--- src/rtl/axi_lite_pkg.sv ---
// Shared definitions for the AXI-lite register-file slave:
// FSM state encodings, response codes and the address range check.
package axi_lite_pkg;

   typedef enum logic [1:0] {
      W_IDLE      = 2'b00,
      W_HAVE_ADDR = 2'b01,
      W_HAVE_DATA = 2'b10,
      W_RESP      = 2'b11
   } w_state_e;

   typedef enum logic {
      R_IDLE = 1'b0,
      R_DATA = 1'b1
   } r_state_e;

   localparam logic RESP_OKAY   = 1'b0;
   localparam logic RESP_SLVERR = 1'b1;

   // One extra bit of headroom so base+depth cannot wrap for any address width up to 32.
   function automatic logic in_range(input logic [31:0] addr,
                                     input logic [31:0] base,
                                     input logic [31:0] depth);
      logic [32:0] a_ext;
      logic [32:0] lo_ext;
      logic [32:0] hi_ext;
      a_ext  = {1'b0, addr};
      lo_ext = {1'b0, base};
      hi_ext = {1'b0, base} + {1'b0, depth};
      return (a_ext >= lo_ext) && (a_ext < hi_ext);
   endfunction

endpackage

--- src/rtl/axi_lite_reg_array.sv ---
// DEPTH x DATA_W register storage: one synchronous write port, one registered
// read port that returns pre-write data on a same-edge collision.
module axi_lite_reg_array
   import axi_lite_pkg::*;
#(
   parameter int unsigned DATA_W = 8,
   parameter int unsigned DEPTH  = 64,
   parameter int unsigned IDX_W  = 6
) (
   input  logic              A_clk,
   input  logic              A_reset,
   input  logic              wr_en,
   input  logic [IDX_W-1:0]  wr_idx,
   input  logic [DATA_W-1:0] wr_data,
   input  logic              rd_en,
   input  logic              rd_hit,
   input  logic [IDX_W-1:0]  rd_idx,
   output logic [DATA_W-1:0] rd_data
);

   logic [DATA_W-1:0] mem_q [DEPTH];
   logic [DATA_W-1:0] mem_d [DEPTH];
   logic [DATA_W-1:0] rd_data_q;
   logic [DATA_W-1:0] rd_data_d;

   // Next storage contents and read-port capture; a miss loads zero, idle holds.
   always_comb begin
      for (int unsigned i = 0; i < DEPTH; i++) begin
         mem_d[i] = (wr_en && (wr_idx == IDX_W'(i))) ? wr_data : mem_q[i];
      end
      if (rd_en && rd_hit) begin
         rd_data_d = mem_q[rd_idx];
      end else if (rd_en) begin
         rd_data_d = '0;
      end else begin
         rd_data_d = rd_data_q;
      end
   end

   // Storage and read-data flops with synchronous clear.
   always_ff @(posedge A_clk) begin
      if (A_reset) begin
         for (int unsigned i = 0; i < DEPTH; i++) begin
            mem_q[i] <= '0;
         end
         rd_data_q <= '0;
      end else begin
         for (int unsigned i = 0; i < DEPTH; i++) begin
            mem_q[i] <= mem_d[i];
         end
         rd_data_q <= rd_data_d;
      end
   end

   assign rd_data = rd_data_q;

endmodule

--- src/rtl/axi_lite_slave_regfile.sv ---
// AXI-lite slave terminating AW/W/B and AR/R onto a register bank at
// BASE_ADDR..BASE_ADDR+DEPTH-1; independent write and read state machines.
module axi_lite_slave_regfile
   import axi_lite_pkg::*;
#(
   parameter int unsigned          ADDR_W    = 8,
   parameter int unsigned          DATA_W    = 8,
   parameter logic [ADDR_W-1:0]    BASE_ADDR = 8'h40,
   parameter int unsigned          DEPTH     = 64
) (
   input  logic              A_clk,
   input  logic              A_reset,
   input  logic [ADDR_W-1:0] AW_addr,
   input  logic              AW_valid,
   output logic              AW_ready,
   input  logic [DATA_W-1:0] W_data,
   input  logic              W_valid,
   output logic              W_ready,
   output logic              B_resp,
   output logic              B_valid,
   input  logic              B_ready,
   input  logic [ADDR_W-1:0] AR_addr,
   input  logic              AR_valid,
   output logic              AR_ready,
   output logic [DATA_W-1:0] R_data,
   output logic              R_resp,
   output logic              R_valid,
   input  logic              R_ready
);

   localparam int unsigned IDX_W = (DEPTH > 1) ? $clog2(DEPTH) : 1;

   w_state_e          w_state_q, w_state_d;
   logic [ADDR_W-1:0] waddr_q, waddr_d;
   logic [DATA_W-1:0] wdata_q, wdata_d;
   logic              b_resp_q, b_resp_d;
   logic              b_valid_q, b_valid_d;
   r_state_e          r_state_q, r_state_d;
   logic              r_resp_q, r_resp_d;
   logic              r_valid_q, r_valid_d;

   logic              aw_ready_s, w_ready_s, ar_ready_s;
   logic              aw_hs_s, w_hs_s, ar_hs_s;
   logic              commit_s, commit_hit_s, rd_hit_s;
   logic [ADDR_W-1:0] commit_addr_s;
   logic [DATA_W-1:0] commit_data_s;

   // Readies decode state only; reset masks them so nothing is accepted while held.
   always_comb begin
      aw_ready_s = !A_reset && ((w_state_q == W_IDLE) || (w_state_q == W_HAVE_DATA));
      w_ready_s  = !A_reset && ((w_state_q == W_IDLE) || (w_state_q == W_HAVE_ADDR));
      ar_ready_s = !A_reset && (r_state_q == R_IDLE);
      aw_hs_s    = AW_valid && aw_ready_s;
      w_hs_s     = W_valid && w_ready_s;
      ar_hs_s    = AR_valid && ar_ready_s;
   end

   // Write FSM: gather address and data in either order, commit on entry to W_RESP.
   always_comb begin
      w_state_d = w_state_q;
      case (w_state_q)
         W_IDLE: begin
            if (aw_hs_s && w_hs_s) begin
               w_state_d = W_RESP;
            end else if (aw_hs_s) begin
               w_state_d = W_HAVE_ADDR;
            end else if (w_hs_s) begin
               w_state_d = W_HAVE_DATA;
            end else begin
               w_state_d = W_IDLE;
            end
         end
         W_HAVE_ADDR: w_state_d = w_hs_s  ? W_RESP : W_HAVE_ADDR;
         W_HAVE_DATA: w_state_d = aw_hs_s ? W_RESP : W_HAVE_DATA;
         W_RESP:      w_state_d = B_ready ? W_IDLE : W_RESP;
         default:     w_state_d = W_IDLE;
      endcase

      waddr_d       = aw_hs_s ? AW_addr : waddr_q;
      wdata_d       = w_hs_s  ? W_data  : wdata_q;
      commit_addr_s = aw_hs_s ? AW_addr : waddr_q;
      commit_data_s = w_hs_s  ? W_data  : wdata_q;
      commit_s      = (w_state_q != W_RESP) && (w_state_d == W_RESP);
      commit_hit_s  = in_range(32'(commit_addr_s), 32'(BASE_ADDR), 32'(DEPTH));
      if (commit_s) begin
         b_resp_d = commit_hit_s ? RESP_OKAY : RESP_SLVERR;
      end else begin
         b_resp_d = b_resp_q;
      end
      b_valid_d = (w_state_d == W_RESP);
   end

   // Read FSM: capture on AR, hold the beat until R_ready.
   always_comb begin
      r_state_d = r_state_q;
      r_resp_d  = r_resp_q;
      rd_hit_s  = in_range(32'(AR_addr), 32'(BASE_ADDR), 32'(DEPTH));
      case (r_state_q)
         R_IDLE: begin
            if (ar_hs_s) begin
               r_state_d = R_DATA;
               r_resp_d  = rd_hit_s ? RESP_OKAY : RESP_SLVERR;
            end else begin
               r_state_d = R_IDLE;
            end
         end
         R_DATA:  r_state_d = R_ready ? R_IDLE : R_DATA;
         default: r_state_d = R_IDLE;
      endcase
      r_valid_d = (r_state_d == R_DATA);
   end

   // State and output registers.
   always_ff @(posedge A_clk) begin
      if (A_reset) begin
         w_state_q <= W_IDLE;
         waddr_q   <= '0;
         wdata_q   <= '0;
         b_resp_q  <= 1'b0;
         b_valid_q <= 1'b0;
         r_state_q <= R_IDLE;
         r_resp_q  <= 1'b0;
         r_valid_q <= 1'b0;
      end else begin
         w_state_q <= w_state_d;
         waddr_q   <= waddr_d;
         wdata_q   <= wdata_d;
         b_resp_q  <= b_resp_d;
         b_valid_q <= b_valid_d;
         r_state_q <= r_state_d;
         r_resp_q  <= r_resp_d;
         r_valid_q <= r_valid_d;
      end
   end

   axi_lite_reg_array #(
      .DATA_W (DATA_W),
      .DEPTH  (DEPTH),
      .IDX_W  (IDX_W)
   ) u_array (
      .A_clk   (A_clk),
      .A_reset (A_reset),
      .wr_en   (commit_s && commit_hit_s),
      .wr_idx  (IDX_W'(commit_addr_s - BASE_ADDR)),
      .wr_data (commit_data_s),
      .rd_en   (ar_hs_s),
      .rd_hit  (rd_hit_s),
      .rd_idx  (IDX_W'(AR_addr - BASE_ADDR)),
      .rd_data (R_data)
   );

   assign AW_ready = aw_ready_s;
   assign W_ready  = w_ready_s;
   assign AR_ready = ar_ready_s;
   assign B_resp   = b_resp_q;
   assign B_valid  = b_valid_q;
   assign R_resp   = r_resp_q;
   assign R_valid  = r_valid_q;

endmodule

--- config.mk ---
export PLATFORM = sky130hd
export DESIGN_NAME = axi_lite_slave_regfile
export DESIGN_NICKNAME = d
export VERILOG_FILES = /design/src/rtl/axi_lite_pkg.sv /design/src/rtl/axi_lite_reg_array.sv /design/src/rtl/axi_lite_slave_regfile.sv
export SDC_FILE = /design/constraint.sdc
export NUM_CORES = 1
export LEC_CHECK = 0
export BUFFER_PORTS_ARGS = -buffer_cell sky130_fd_sc_hd__buf_2
export CAP_MARGIN = 30
export CORE_ASPECT_RATIO = 0.5
export CORE_MARGIN = 8
export CORE_UTILIZATION = 41
export CTS_CLUSTER_SIZE = 8
export DETAILED_ROUTE_END_ITERATION = 6
export SLEW_MARGIN = 10
export SYNTH_ARGS = -nofsm -noshare
export SYNTH_HDL_FRONTEND = slang
export SYNTH_SLANG_ARGS = --single-unit
--- constraint.sdc ---
create_clock -name A_clk -period 2.5 [get_ports A_clk]
set_input_delay 0 -clock A_clk [delete_from_list [all_inputs] [get_ports A_clk]]
set_output_delay 0 -clock A_clk [all_outputs]
set_load 0.05 [all_outputs]
Yosys cells after proc, flatten, opt, wreduce, memory -nomap -nowiden --
Memory sizes are Yosys's and may differ from the RTL's. Index checks and enable logic that the tools add are counted.
Cells by class: add/subtract/negate cells 2, magnitude comparators 4, eq/ne operators 132, muxes and demuxes 147, bitwise gates (word level) 65, reductions and logical operators 147
Operators with widths (number):
- 8-bit 2-to-1 mux | 132
- 6-bit == test (second input constant) | 32
- 2-bit AND reduction | 65
- 6-bit by 5-bit == test with 1-bit output (second input constant) | 16
- 1-bit logical AND | 76
- 1-bit != test (second input constant) | 64
- 1-bit bitwise OR | 64
- 6-bit by 4-bit == test with 1-bit output (second input constant) | 8
- 6-bit by 3-bit == test with 1-bit output (second input constant) | 4
- 8-bit by 7-bit greater-or-equal comparator with 1-bit output (second input constant) | 2
- 8-bit < comparator (second input constant) | 2
- 6-bit by 2-bit == test with 1-bit output (second input constant) | 2
- 6-bit by 1-bit subtractor with 6-bit output (second input constant) | 2
- 2-bit 2-to-1 mux | 5
- 1-bit 2-to-1 mux | 8
- 2-bit one-hot mux with 4 select lines | 1
- 2-bit == test (second input constant) | 3
- 6-bit by 1-bit == test with 1-bit output (second input constant) | 1
- 6-bit zero test | 1
- 2-bit by 1-bit == test with 1-bit output (second input constant) | 1
- 2-bit zero test | 1
- 1-bit logical OR | 2
- 2-bit != test (second input constant) | 1
- 1-bit one-hot mux with 2 select lines | 1
- other kinds (3) | 3
Word-level totals: flip-flop bits (word level) 30, memory bits (writable) 512, input bits 31, output and inout bits 15, word-level logic and storage cells 506, memories 1
Memory list:
- u_array.mem_q | depth 64, width 8, rd ports 1, clocked after memory_dff 0, wr ports 64, RTL line axi_lite_reg_array.sv:21 | logic [DATA_W-1:0] mem_q [DEPTH];

Longest topological paths before layout --
Gate-level depths: netlist (run 1).
depth in word-level cells 15, depth in mapped cells 9, depth with buffers taken out 5

Modules after synthesis --
Synthesis (run 1) repeated with hierarchy kept, for this count alone.
Unflattened totals: cell total of the unflattened synthesis 1366, area, all modules 22624.2 sq um
Modules (own cells, without submodules):
- axi_lite_reg_array | times used 1, cells an instance 1283, area an instance 21703.3 sq um, sequential area each 15534.9 sq um
- axi_lite_slave_regfile | times used 1, cells an instance 83, area an instance 920.9 sq um, sequential area each 440.4 sq um

Worst setup path after synthesis (run 1) --
OpenSTA, ideal clock, no wires.
path type register -> register, start reg w_state_q[0], end mem u_array.mem_q[32][0], enable pin, setup time 0.334 ns, arrival time 2.149 ns, required time 2.166 ns, path slack 0.016 ns, stages on the path, launching flop included 7, buffers on the path 1, clock period less this slack 2.484 ns, cell sequence dfxtp_1 -> nor3b_4 -> buf_12 -> mux2_2 -> nor4_4 -> nand3_4 -> nand2b_1
RTL lines:
- start, declared | RTL line axi_lite_slave_regfile.sv:33 | w_state_e w_state_q, w_state_d;
- start signal, assigned | RTL line axi_lite_slave_regfile.sv:125 | w_state_q <= w_state_d;
- end, declared | RTL line axi_lite_reg_array.sv:21

==> reports/metrics.csv, run 1 <==
stage,metric,value,unit
grt,gr-total-overflow,0,
timing,final_hold_viol_count,0,
timing,worstMarginPinSlew,0.788,ns
timing,finalCritPeriodShare,0.989,
worst_setup_path,cp_top_family,simple AND/OR/NAND/NOR gates,
power,ir_worst_vdd,526,uV
run,maxCapViolations,0,
grt,grt_pass1_vias,13700,
route,wl_per_cell,25.4,um
logic_synthesis,synthXorXnorAreaFrac,0,
logic_synthesis,yosysTopAreaCell,edfxtp_1,
route,drc,0,
cts,cts_sinks,542,
logic_synthesis,ys_warn_count,0,
cts,clkLatencyLatePin,0.59,ns
cells_and_area,design_area,28300,sq um
floorplan,rows,61,
floorplan,dieArea,64800,sq um
grt,grt_pass1_wl,90300,um
grt,grt_max_degree,89,
floorplan,die_h,184,um
logic_synthesis,synthTopCellsByArea,"edfxtp_1, mux4_2, nor2_1",
worst_setup_path,path_class,reg -> reg,
cells_and_area,final_cells,2388,
logic_synthesis,synth_top_family_by_area,multiplexers,
power,p_leak,0.0102,uW
timing,layout_min_cycle_time,2.47,ns
worst_setup_path,slowest_delay,0.42,ns
timing,holdWs,0.0275,ns
timing,slew_violations,0,
outcome,status,finished clean,
timing,clock.fmax,404,MHz
route,ant_nets,0,
placement,dp_hpwl,41000,um
worst_setup_path,worst-path-buf-inv,3,
route,vias,13300,
worst_setup_path,path_cells,nor3b_4 -> buf_12 -> mux2_4 -> nor4_4 -> buf_4 -> a21o_1 -> buf_12,
logic_synthesis,synth_fa_ha_area_frac,0,
logic_synthesis,synth.most_common_cell,edfxtp_1,
min_path,worstHoldPathType,in -> reg,
logic_synthesis,syn_inst,1376,
cts,clkTransAtPathRegs,0.05,ns
cells_and_area,antenna_cells,0,
logic_synthesis,synthSimpleGateAreaFrac,0.105,
worst_setup_path,slowest_stage,nor4_4,
logic_synthesis,ys_ff_latch,542,
route,finalWirelength,60700,um
floorplan,chipWidth,352,um
power,pwr_density_cell,779,nW/um^2
cts,cts_buffer_depth,3,
route,first_iter_violations,1585,
timing,max_slew_margin,0.474,
route,drt-pass1-iter-count,5,
worst_setup_path,critical_path.max_fanout,10,
logic_synthesis,avgSynthCellArea,16.8,sq um
logic_synthesis,syn-num-nets,1407,
placement,numPortBuffers,45,
cts,cts-root-buf,clkbuf_16,
timing,fin_skew,0.0190,ns
cts,numCtsBuffers,77,
logic_synthesis,synth_area,23100,sq um
floorplan,initial_core_util,0.416,
cts,cts_tree,built,
cts,cts_max_level,3,
floorplan,coreArea,55600,sq um
logic_synthesis,muxShareOfSynthArea,0.151,
placement,dp.cells,2233,
logic_synthesis,ys_async_sr_fraction,0,
grt,antenna_found_initial,1,
logic_synthesis,synth_enable_flop_cells,512,
cells_and_area,nets,1624,
worst_setup_path,worstPathRequired,2.79,ns
cells_and_area,fin_util,0.509,
logic_synthesis,synth_ff_type,edfxtp_1,
logic_synthesis,seq_area_frac_synth,0.690,
cells_and_area,syn2layout_area_growth,22.4,%
worst_setup_path,worstPathArrival,2.76,ns
logic_synthesis,synth_compound_area_frac,0.0303,
route,vias_per_cell,5.59,
logic_synthesis,ys_types,50,
logic_synthesis,synth_top_cells_by_count,"edfxtp_1, nor2_1, mux4_2",
floorplan,num_io_pins,46,
placement,post_dp_cell_area,25700,sq um
placement,gp_congestion,0.864,
power,power,22100,uW
worst_setup_path,cp_common_cell,buf_12,
logic_synthesis,synth_top_area_frac,0.664,
worst_setup_path,worstSetupEndpointType,flip-flop,
cells_and_area,drive_above_1_share,0.318,
timing,setup_viol,0,
worst_setup_path,critPathLaunchType,flip-flop,
grt,grt_usage,0.186,
-- state kept, by name, indices dropped and copies added, names as in the netlist --
name / count
B_resp: 1
B_valid: 1
R_resp: 1
R_valid: 1
u_array.mem_q: 512
u_array.rd_data: 8
w_state_q: 2
waddr_q: 8
wdata_q: 8
-- through the flow --
step / setup slack [ns] / setup TNS, ns
3_3_place_gp: -0.133 / -3.87
4_1_cts: 0.00519 / 0
2_1_floorplan: 0.0162 / 0
6_report: 0.0276 / 0
5_1_grt: -0.00810 / -0.0967
3_5_place_dp: -0.0895 / -2.57
-- cells in the final DEF, fill, tap and decap left out, types with 11 or more instances in the layout --
cell type and instances:
nand2b_1 25, edfxtp_1 512, clkbuf_1 33, nand3_2 17, mux4_2 129, buf_12 54, a21o_1 11, inv_1 17
buf_2 42, a22oi_1 35, nor2_1 296, mux2i_1 44, nand2_1 19, dfxtp_1 30, buf_4 114, dlygate4sd3_1 27
clkbuf_16 81
-- report_power, final --
group	leakage (uW)	internal, uW	switching, uW	total, uW
Clock	0.00106	5890	3680	9570
Combinational	0.00364	809	1130	1940
Sequential	0.00550	10400	135	10600
Total	0.0102	17100	4950	22100
-- timing repair --
| item | CTS | global route |
|---|---|---|
| hold buffers | 27 | 0 |
| gates resized for setup | 7 | 12 |
| setup endpoints to repair | 88 | 208 |
| setup buffers | 5 | 5 |
| endpoints found under the hold margin | 19 | 0 |
| pin swaps | 1 | 3 |
-- worst reg2reg max path, delay by kind of cell, from the launching register on --
kind	cells	cell delay, ns
compound gates	1	0.20
buf+inv	3	0.57
simple gates	2	0.67
flops	1	0.33
mux	1	0.41
-- cell type report --
type | instances | area [sq um]
clock buffers | 115 | 2160
repair buffers | 240 | 2470
clock inverters | 3 | 41.3
flip-flops and latches | 542 | 16000
well taps | 756 | 946
multi-input cells | 715 | 6680
inverters | 17 | 63.8
fillers | 4434 | 27300
-- path summary, 6_finish.rpt --
check	start	to	slack [ns]	depth (start not counted)
worst min-delay path	W_data[7]	u_array.mem_q[32][7]$_SDFFCE_PN0P_	0.03	4
worst max-delay path	w_state_q[0]$_SDFF_PP0_	u_array.mem_q[55][3]$_DFFE_PP_	0.03	7
worst min register to register	u_array.rd_data[5]$_SDFFE_PP0P_	u_array.rd_data[5]$_SDFFE_PP0P_	0.49	2
worst max register to register	w_state_q[0]$_SDFF_PP0_	u_array.mem_q[55][3]$_DFFE_PP_	0.03	7
-- per-layer routing --
metal | vias up | part of all wire | global-route usage
met4 | 2 | 0.024 | 0.0554
met5 | - | 0.00021 | 0
met1 | 6925 | 0.42 | 0.259
met2 | 568 | 0.47 | 0.294
met3 | 81 | 0.078 | 0.0392
li1 | 5766 | - | -
-- kinds of logic (layout without fill, tap and decap cells) --
logic type	Yosys count	count (layout)
compound gates	90	90
simple gates	444	444
mux	181	181
buf+inv	119	375
flops	542	542
No activity file was read; power rests on OpenSTA's default activity.
==> run 2: changes to the inputs <==
--- a/config.mk
+++ b/config.mk
@@ -5,6 +5,7 @@
 export SDC_FILE = /design/constraint.sdc
 export NUM_CORES = 1
 export LEC_CHECK = 0
+export ABC_AREA = 1
 export BUFFER_PORTS_ARGS = -buffer_cell sky130_fd_sc_hd__buf_2
 export CAP_MARGIN = 30
 export CORE_ASPECT_RATIO = 0.5
==> run 2 against run 1 <==
Sequential share of layout area is 0.35 points higher. Clock skew is 0.0021 ns higher. Die area is 2.0% higher. Routed wire length is 8.5% higher.
==> reports/metrics.csv, run 2 <==
stage,metric,value,unit,change
worst_setup_path,cp_common_cell,buf_4,,
floorplan,rows,62,,+1.6%
worst_setup_path,rr_endpoint,u_array.mem_q[58][4]$_DFFE_PP_,,
worst_setup_path,worstPathRequired,2.79,ns,about the same
logic_synthesis,ys_ff_latch,542,,unchanged
route,ant_nets,0,,unchanged
logic_synthesis,yosysTopAreaCell,edfxtp_1,,
timing,tns,0,ns,unchanged
worst_setup_path,worstSetupEndpointType,flip-flop,,
route,finalWirelength,65900,um,+8.5%
power,pwr_density_cell,775,nW/um^2,-0.44%
placement,numPortBuffers,45,,unchanged
power,p_leak,0.0109,uW,+7.2%
floorplan,die_h,186,um,+0.96%
timing,setup_viol,0,,unchanged
placement,dp_hpwl,40900,um,-0.39%
grt,grt_pass1_vias,16600,,+21%
worst_setup_path,worst_r2r_path_depth,9,,+2
cts,clkLatencyLatePin,0.59,ns,about the same
worst_setup_path,slowest_stage,dfxtp_1,,
grt,grt_pass1_wl,98800,um,+9.5%
cells_and_area,final_cells,3256,,+36%
route,drt-pass1-iter-count,6,,+1
cts,cts_max_level,3,,unchanged
worst_setup_path,critPathLaunchType,flip-flop,,
worst_setup_path,r2r-start,w_state_q[0]$_SDFF_PP0_,,
cts,cts_buffer_depth,3,,unchanged
worst_setup_path,slowest_delay,0.41,ns,about the same
floorplan,coreArea,57200,sq um,+2.8%
grt,grt_max_degree,115,,+29%
timing,finalCritPeriodShare,0.941,,-0.0477
grt,antenna_found_initial,1,,unchanged
power,ir_worst_vdd,491,uV,-6.7%
logic_synthesis,avgSynthCellArea,10.1,sq um,-40%
cells_and_area,largest_reg_flops,512,,unchanged
timing,final_hold_viol_count,0,,unchanged
cells_and_area,nets,2492,,+53%
logic_synthesis,synth_area,23600,sq um,+2.1%
min_path,holdPathStages,5,,+1
timing,fin_skew,0.0211,ns,+0.00207 ns
logic_synthesis,synth_top_cells_by_count,"nand2_1, edfxtp_1, nand3_1",,
logic_synthesis,synth_ff_type,edfxtp_1,,
grt,grt_usage,0.195,,+0.00920
route,drc,0,,unchanged
logic_synthesis,synth_top_area_frac,0.651,,-0.0138
route,vias,17400,,+30%
timing,max_slew_margin,0.551,,+0.0767
min_path,hp-start,W_valid,,
timing,layout_min_cycle_time,2.35,ns,-0.119 ns
timing,slew_violations,0,,unchanged
cells_and_area,layout_common_cells,"nand2_1, edfxtp_1, nand3_1",,
floorplan,num_io_pins,46,,unchanged
min_path,holdPathEnd,w_state_q[1]$_SDFF_PP0_,,
timing,worstMarginPinSlew,0.673,ns,-0.115 ns
placement,gp_congestion,0.873,,+1.1%
route,wl_per_cell,20.2,um,-20%
worst_setup_path,path_cells,nor2_4 -> nand2_2 -> mux2i_1 -> nand3_4 -> inv_1 -> nand2_1 -> buf_4 -> o21ai_1 -> buf_4,,
logic_synthesis,synth_enable_flop_cells,512,,unchanged
placement,dp.cells,3103,,+39%
cells_and_area,layout_commonest_cell,nand2_1,,
cells_and_area,top_register,u_array.mem_q,,
outcome,status,finished clean,,
min_path,worstHoldPathType,in -> reg,,
route,vias_per_cell,5.34,,-4.4%
cts,cts-root-buf,clkbuf_16,,
timing,clock.fmax,425,MHz,+5.1%
logic_synthesis,ys_async_sr_fraction,0,,unchanged
logic_synthesis,syn_inst,2330,,+69%
grt,gr-total-overflow,0,,unchanged
cts,numCtsBuffers,77,,unchanged
timing,rsz0062_at_grt,false,,
logic_synthesis,synthTopCellsByArea,"edfxtp_1, nand2_1, nand3_1",,
cells_and_area,syn2layout_area_growth,19.2,%,
floorplan,initial_core_util,0.413,,-0.00257
logic_synthesis,ys_warn_count,0,,unchanged
logic_synthesis,syn-num-nets,2361,,+68%
cts,cts_sinks,542,,unchanged
worst_setup_path,worstPathArrival,2.64,ns,-0.12 ns
cts,clkTransAtPathRegs,0.05,ns,about the same
cts,cts_tree,built,,
floorplan,dieArea,66000,sq um,+2.0%
worst_setup_path,critical_path.max_fanout,11,,+1
logic_synthesis,ys_types,29,,-42%
cells_and_area,drive_above_1_share,0.143,,-0.175
run,maxCapViolations,0,,unchanged
floorplan,chipWidth,356,um,+1.0%
worst_setup_path,rrSetupSlack,0.15,ns,+0.12 ns
logic_synthesis,synth.most_common_cell,nand2_1,,
route,first_iter_violations,1792,,+13%
logic_synthesis,seq_area_frac_synth,0.676,,-0.0143
worst_setup_path,path_class,reg -> reg,,
cells_and_area,fin_util,0.493,,-0.0167
-- run 2: cell types whose count changed in the layout (fill, tap and decap cells not counted), sizes merged, moves of 15 or more --
| cell | delta |
|---|---|
| nand2 | +730 |
| nand3 | +407 |
| mux4 | -129 |
| buf | -56 |
| mux2i | -39 |
| o21ai | +37 |
| a22oi | -35 |
| inv | +35 |
| nand2b | -35 |
| nor2 | +27 |
| dlygate4sd3 | +19 |
| a21o | -15 |
| nand4 | -15 |
-- run 2: worst max path at each step --
stage                                       start                        endpoint  slack [ns]  depth (start not counted)
after floorplan           w_state_q[0]$_SDFF_PP0_  u_array.mem_q[44][0]$_DFFE_PP_       -0.07                         10
after global placement    w_state_q[1]$_SDFF_PP0_  u_array.mem_q[43][7]$_DFFE_PP_        0.16                          8
after detailed placement  w_state_q[1]$_SDFF_PP0_  u_array.mem_q[43][4]$_DFFE_PP_         0.1                          8
after CTS                 w_state_q[1]$_SDFF_PP0_  u_array.mem_q[43][3]$_DFFE_PP_        0.10                          8
after global routing      w_state_q[0]$_SDFF_PP0_  u_array.mem_q[54][4]$_DFFE_PP_        0.01                          9
final                     w_state_q[0]$_SDFF_PP0_  u_array.mem_q[58][4]$_DFFE_PP_        0.15                          9
-- run 2: kinds of logic (layout without fill, tap and decap cells) --
family                 Yosys count  after routing  share of synthesized area
AOI/OAI and AO/OA               49             49                     0.0115
and+or+nand+nor               1521           1521                      0.275
other                            0              1                          0
DFF                            542            542                      0.676
buffers and inverters          209            366                     0.0342
muxes                            9              9                    0.00381
-- run 2: cell type report --
type,instances,area [sq um]
Antenna cell,1,2.50
Clock buffer,101,2100
Clock inverter,4,41.3
Fill cell,5115,29000
Inverter,58,225
Multi-Input combinational cell,1579,7010
Sequential cell,542,16000
Tap cell,768,961
Timing Repair Buffer,203,1850
-- run 2: power by group --
part           total, uW  internal, uW  switching, uW  leakage [uW]
Clock               9430          5790           3650       0.00104
Combinational       1900           551           1350       0.00439
Sequential         10500         10400            120       0.00552
-- run 2: metrics by stage --
step / total power [uW] / worst slack, ns / hold slack [ns] / instance area, sq um
finish: 21800 / 0.147 / 0.101 / 28200
global route: 22500 / 0.0138 / 0.144 / 28200
CTS: 21900 / 0.100 / 0.0817 / 28100
detailed placement: 12500 / 0.0961 / 0.204 / 25500
global placement: 12500 / 0.163 / 0.195 / 25500
floorplan: 11700 / -0.0661 / 0.0625 / 23700
-- run 2: what timing repair did --
action | CTS | global route
hold buffers | 46 | 0
buffers inserted | 0 | 1
hold endpoints to repair | 29 | 0
resized for setup | 0 | 30
setup endpoints to repair | 0 | 342
-- run 2: critical path: cells and delay by family, from the launching register on --
| kind | cells | cell delay [ns] |
|---|---|---|
| flip-flops | 1 | 0.41 |
| AND/OR/NAND/NOR | 4 | 0.55 |
| buffers and inverters | 3 | 0.57 |
| multiplexers | 1 | 0.38 |
| AO/OA/AOI/OAI | 1 | 0.15 |
-- run 2: metal layers --
| layer | track usage | routed length (um) | share of wire |
|---|---|---|---|
| met2 | 0.308 | 29900 | 0.45 |
| met3 | 0.0447 | 6520 | 0.099 |
| met5 | 0 | 0 | 0 |
| met1 | 0.265 | 27400 | 0.42 |
| met4 | 0.0689 | 2050 | 0.031 |
